$ cat src/rtl/stereo_i2s_tx.sv
// Stereo I2S transmitter: divides clk_in into BCLK, frames 32 BCLKs per stereo
// sample (16 bits per channel, MSB first, one-bit I2S delay) and requests samples.
module stereo_i2s_tx #(
  parameter int unsigned BCLK_DIV = 4
) (
  input  logic        clk_in,
  input  logic        rst_in,
  input  logic [15:0] sample_l,
  input  logic [15:0] sample_r,
  input  logic        sample_valid,
  output logic        bclk_out,
  output logic        lrclk_out,
  output logic        sdata_out,
  output logic        sample_req,
  output logic [7:0]  underrun_cnt
);

  localparam int unsigned DIV_W = (BCLK_DIV > 2) ? $clog2(BCLK_DIV) : 1;
  localparam logic [DIV_W-1:0] DIV_LAST = DIV_W'(BCLK_DIV - 1);

  logic [DIV_W-1:0] div_cnt;
  logic [4:0]       bit_cnt;
  logic [4:0]       bit_cnt_nxt;
  logic [31:0]      shift_reg;
  logic [31:0]      hold_reg;
  logic             pending;
  logic             div_wrap;
  logic             fall_evt;
  logic             load_evt;

  always_comb begin
    div_wrap    = (div_cnt == DIV_LAST);
    fall_evt    = div_wrap && bclk_out;
    load_evt    = fall_evt && (bit_cnt == 5'd0);
    bit_cnt_nxt = bit_cnt + 5'd1;
  end

  // sdata is the shift register MSB directly, so it only moves on fall events
  assign sdata_out = shift_reg[31];

  always_ff @(posedge clk_in) begin
    if (rst_in) begin
      div_cnt      <= '0;
      bit_cnt      <= '0;
      bclk_out     <= 1'b0;
      lrclk_out    <= 1'b0;
      shift_reg    <= '0;
      hold_reg     <= '0;
      pending      <= 1'b0;
      sample_req   <= 1'b0;
      underrun_cnt <= '0;
    end else begin
      sample_req <= load_evt;

      if (div_wrap) begin
        div_cnt  <= '0;
        bclk_out <= ~bclk_out;
      end else begin
        div_cnt <= div_cnt + DIV_W'(1);
      end

      if (fall_evt) begin
        bit_cnt   <= bit_cnt_nxt;
        lrclk_out <= bit_cnt_nxt[4];
        if (load_evt) begin
          shift_reg <= hold_reg;
        end else begin
          shift_reg <= {shift_reg[30:0], 1'b0};
        end
      end

      // A strobe coinciding with a load lands in holding after the shift
      // register has taken the old value, and keeps pending set.
      if (sample_valid) begin
        hold_reg <= {sample_l, sample_r};
        pending  <= 1'b1;
      end else if (load_evt) begin
        pending <= 1'b0;
      end

      if (load_evt && !pending && (underrun_cnt != 8'hFF)) begin
        underrun_cnt <= underrun_cnt + 8'd1;
      end
    end
  end

endmodule

$ cat config.mk
export PLATFORM = sky130hd
export DESIGN_NAME = stereo_i2s_tx
export DESIGN_NICKNAME = d
export VERILOG_FILES = /design/src/rtl/stereo_i2s_tx.sv
export SDC_FILE = /design/constraint.sdc
export NUM_CORES = 1
export LEC_CHECK = 0
export CORE_UTILIZATION = 58
export CTS_BUF_LIST = sky130_fd_sc_hd__clkbuf_16
export DETAILED_ROUTE_END_ITERATION = 8
export PLACE_DENSITY = 0.89
export SLEW_MARGIN = 20
export SYNTH_ARGS = -nofsm -noshare
export SYNTH_HDL_FRONTEND = slang
export SYNTH_SLANG_ARGS = --single-unit
$ cat constraint.sdc
create_clock -name clk_in -period 3.5 [get_ports clk_in]
set_input_delay 0.7 -clock clk_in [delete_from_list [all_inputs] [get_ports clk_in]]
set_output_delay 0.7 -clock clk_in [all_outputs]
set_load 0.05 [all_outputs]
Word level (Yosys, flattened, before mapping)
Cells that the tools add are included.
{"block": "word_totals", "reg_bits": 83, "latch_bits": 0, "mem_bits_rw": 0, "rom_bits": 0, "input_bits": 35, "n_memories": 0}
{"block": "op_classes", "addsub": 3, "multipliers": 0, "div": 0, "n_lt_le_gt_ge": 0, "eq_ne": 2, "n_shift": 0, "muxes": 3, "bitwise_logic": 1, "reduce_logical": 8}
{"cell": "32-bit two-way mux", "count": 1}
{"cell": "8-bit by 1-bit adder with 8-bit output, second input constant", "count": 1}
{"cell": "8-bit != test, second input constant", "count": 1}
{"cell": "5-bit by 1-bit adder with 5-bit output, second input constant", "count": 1}
{"cell": "5-bit zero test", "count": 1}
{"cell": "1-bit logical AND", "count": 4}
{"cell": "2-bit by 1-bit adder with 2-bit output, second input constant", "count": 1}
{"cell": "2-bit equality test, second input constant", "count": 1}
{"cell": "1-bit two-way mux", "count": 2}
{"cell": "2-bit nonzero test", "count": 1}
{"cell": "2-bit OR reduction", "count": 1}
{"cell": "1-bit zero test", "count": 1}
{"cell": "1-bit inverter", "count": 1}

Depth between registers and ports, before layout
{"block": "depth", "depth_word": 5, "depth_mapped": 8}

Worst setup path after synthesis
OpenSTA, ideal clock, no wires.
{"block": "synth_timing", "path_kind": "flip-flop to flip-flop", "start": "reg underrun_cnt[0]", "end": "reg underrun_cnt[1]", "setup_time_ps": 128, "t_arrival_ps": 1814, "required_time_ps": 3372, "slack_ps": 1559, "path_stages_with_launch": 6, "path_buffers": 0, "synth_period_minus_slack_ps": 1941, "path_cell_list": "dfxtp_1 -> ha_1 -> nand4_1 -> o211ai_1 -> mux2i_1 -> nor2_1"}
{"block": "synth_between", "elab_chain_cells": 2, "word_cells_on_any_way": 3, "cone_classes": "add/sub: 1; eq/ne: 1; reduce/logical: 1"}
{"item": "start: declaration", "line_no": "15", "rtl": "output logic [7:0] underrun_cnt"}
{"item": "start signal: assignment", "line_no": "82", "rtl": "underrun_cnt <= underrun_cnt + 8'd1;"}
{"item": "parallel branches: the longest is 2 deep, another holds 8-bit by 1-bit adder with 8-bit output"}
Several ways; the timed one is not identified.
A chain may end at the register's enable or synchronous reset.

Worst setup path in the final report
{"block": "layout_timing", "start": "reg lrclk_out", "end": "out lrclk_out"}
{"item": "start: declaration", "line_no": "12", "rtl": "output logic lrclk_out,"}
{"item": "start signal: assignment", "line_no": "64", "rtl": "lrclk_out <= bit_cnt_nxt[4];"}
No word-level cell between the ends.

==> Implementation_results.wiki <==
{| class="wikitable"
! Metric !! Value
|-
| Setup repair after global routing missed its margin || false
|-
| Port-buffer cells || between 40 and 50
|-
| Commonest non-fill, non-tap cell in the layout || sky130_fd_sc_hd__dfxtp_1
|-
| IO Pins || 47
|-
| PD cells || 502 nW/um^2
|-
| Final count of negative-setup-slack endpoints || 0
|-
| Synthesized area divided by synthesized cell count || ~8.8 sq um
|-
| Die extent in x || 77.0 microns
|-
| Element type at the critical path end || output port
|-
| Grt total ovfl || 0
|-
| Initial core utilization || 61.8%
|-
| Worst path top cell family by delay || buffers and inverters
|-
| Number of buffers on the longest clock path || 2
|-
| Class of the most critical hold timing path || flip-flop to flip-flop
|-
| Final slew viol count || 0
|-
| Most used DFF post-synth || sky130_fd_sc_hd__dfxtp_1
|-
| VDD IR-drop max || 331 uV
|-
| Mean number of vias per cell || around 5.6
|-
| Pre-CTS setup slack || 1.16 ns
|-
| Achievable frequency || around 0.43 GHz
|-
| Cell Area, Placed || 3710 sq um
|-
| Fraction of final layout cells with drive strength greater than 1 || 5.17%
|-
| Post-detailed-route wirelength per cell || 14.0 microns
|-
| Antenna cell count || 0
|-
| Arrival time worst endpoint || 1.64 ns
|-
| Worst Max-Slew Pin Slew || between 0.9 and 1 ns
|-
| Summed negative setup slack over all endpoints || 0 ns
|-
| Clock tree root driver cell || sky130_fd_sc_hd__clkbuf_16
|-
| Hold violation count in the final report || 0
|-
| Sum of routed wire length over all layers || 6680 microns
|-
| Type of the setup path with the least slack || flip-flop to output port
|-
| Clk_lat worst skew || 0.33 ns
|-
| Startpoint Class || flip-flop
|-
| Maximum number of pins on one net before global-route repair || 83
|-
| Share of flip-flops with an asynchronous set or reset after synthesis || 0%
|-
| H-Tree Depth || 3
|-
| Max_slew headroom || roughly 36%
|-
| Number of distinct library cell variants in the gate-level netlist after synthesis || 31
|-
| Synth warn || 0
|-
| Post-layout min period || 2.34 ns
|-
| Sequential-to-total area share from yosys stat || approximately half
|-
| Resized Gates After CTS || 0
|-
| Die Height || 77.0 microns
|-
| Initial antenna violation count || 0
|-
| First-pass GRT wire length || around 11,000 microns
|-
| Post-route fraction of the period consumed by the critical path || approximately two thirds
|-
| Count of mapped cells out of synthesis || ~370
|-
| Number of clock buffers inserted by TritonCTS || 9
|-
| Min setup slack post-route || 1.16 ns
|-
| Routed Antenna Nets || 0
|-
| Remaining routing DRC violations || 0
|-
| DRC marker count from the first detailed-route iteration || 258
|-
| Run status || complete, no violations
|-
| Cell Area, Synth || 3260 sq um
|-
| Post-route cell area || between 3000 and 4000 sq um
|-
| Number of synthesized flops with an enable pin || 0
|-
| Critical Path RT || 2.80 ns
|-
| DPL Wire Length || 3990 microns
|-
| Hold_buf cts || 0
|-
| Max-capacitance violation count || 0
|-
| Net count, final || 440
|-
| Final weighted congestion in routability-driven placement || between 0.7 and 0.8
|-
| Flops & latches, synth || 82
|-
| Commonest cells after routing, fill and taps aside || sky130_fd_sc_hd__dfxtp_1 (82), sky130_fd_sc_hd__nor2_1 (74), sky130_fd_sc_hd__nand2_1 (68), sky130_fd_sc_hd__clkdlybuf4s50_1 (44), sky130_fd_sc_hd__mux2i_1 (33)
|-
| Layout overhead on the synthesized area || 22.7%
|-
| Site row count || 26
|-
| Total core area || 5270 sq um
|-
| Clk_skew || ~0.0043 ns
|-
| CTS tree || done
|-
| Post-Syn Nets || 408
|-
| Via count of the first global-routing pass || between 2,000 and 3,000
|-
| # clock sinks || 82
|-
| Number of detailed-route iterations in the first pass || 4
|-
| Overall power after layout || 0.00201 W
|-
| Total routing usage reported by global routing || 24.4%
|-
| LEAKAGE || 1.42 nW
|-
| Buffer count from post-CTS setup fixing || 0
|-
| CP Max Fanout || 5
|-
| Total number of vias || 2,688
|-
| Critical path, cell by cell || clkdlybuf4s50_1
|-
| Worst path slowest cell || sky130_fd_sc_hd__clkdlybuf4s50_1
|-
| Peak per-stage delay on the critical path || 0.85 ns
|-
| Die outline area || 5920 sq um
|-
| Combined buffer and inverter count along the critical path || 1
|-
| CTS clock-pin slew for the worst setup and hold paths || 0.06 ns
|}
==> metal layers <==
metal / vias up / GRT usage [%] / share of wire [%]
li1: 1336 / - / -
met1: 1267 / 30.0 / 43
met2: 69 / 40.6 / 51
met3: 16 / 4.52 / 4.0
met4: 0 / 12.7 / 2.2
met5: - / 0 / 0
==> power by group <==
group / total, W / switching (W) / internal (W)
clock: 0.000901 / 0.000358 / 0.000543
sequential: 0.000982 / 0.0000180 / 0.000964
combinational: 0.000123 / 0.0000570 / 0.0000664
total: 0.00201 / 0.000433 / 0.00157
==> final cells by class <==
class | instances | area, sq um
multi-input cells | 255 | 1500
clock inverters | 7 | 61.3
well taps | 70 | 87.6
fillers | 382 | 1270
inverters | 4 | 15.0
clock buffers | 9 | 225
flip-flops and latches | 82 | 1640
repair buffers | 49 | 473
==> metrics by stage <==
step / util, % / instances / hold WS, ns
final: 75.9 / 476 / 0.451
after global routing: 75.9 / 476 / 0.470
after CTS: 75.9 / 476 / 0.448
after detailed placement: 70.4 / 460 / 0.440
after global placement: 70.4 / 460 / 0.410
after floorplan: - / 369 / 0.404
==> worst paths after layout <==
kind	start	to	slack [ns]	cells after the start
hold reg to reg	div_cnt[0]	div_cnt[0]	0.45	1
setup reg to reg	div_cnt[0]	shift_reg[12]	1.23	6
setup / recovery	lrclk_out	lrclk_out	1.16	1
hold / removal	div_cnt[0]	div_cnt[0]	0.45	1
==> logic make-up after synthesis <==
logic type | after synthesis | share of synthesized area (%)
compound gates | 44 | 10.8
xor+xnor | 7 | 1.88
fa+ha+maj | 4 | 1.54
buf+inv | 32 | 4.03
flops | 82 | 50.4
mux | 33 | 10.1
simple gates | 167 | 21.3
==> cell usage after synthesis (2+ instances only) <==
master / number / area (sq um)
sky130_fd_sc_hd__mux2i_1: 33 / 330
sky130_fd_sc_hd__xor2_1: 5 / 43.8
sky130_fd_sc_hd__clkbuf_1: 17 / 63.8
sky130_fd_sc_hd__nand4_1: 4 / 25.0
sky130_fd_sc_hd__nor3_1: 4 / 20.0
sky130_fd_sc_hd__xnor2_1: 2 / 17.5
sky130_fd_sc_hd__or3_1: 4 / 25.0
sky130_fd_sc_hd__nand2_1: 68 / 255
sky130_fd_sc_hd__and2_1: 2 / 12.5
sky130_fd_sc_hd__nand3_1: 4 / 20.0
sky130_fd_sc_hd__o21ai_0: 3 / 15.0
sky130_fd_sc_hd__a311oi_1: 31 / 272
sky130_fd_sc_hd__buf_1: 2 / 7.51
sky130_fd_sc_hd__buf_2: 9 / 45.0
sky130_fd_sc_hd__dfxtp_1: 82 / 1640
sky130_fd_sc_hd__ha_1: 4 / 50.1
sky130_fd_sc_hd__inv_1: 4 / 15.0
sky130_fd_sc_hd__nor2_1: 74 / 278
sky130_fd_sc_hd__a21oi_1: 5 / 25.0
Note: power is estimated with default switching activity, not from simulation.
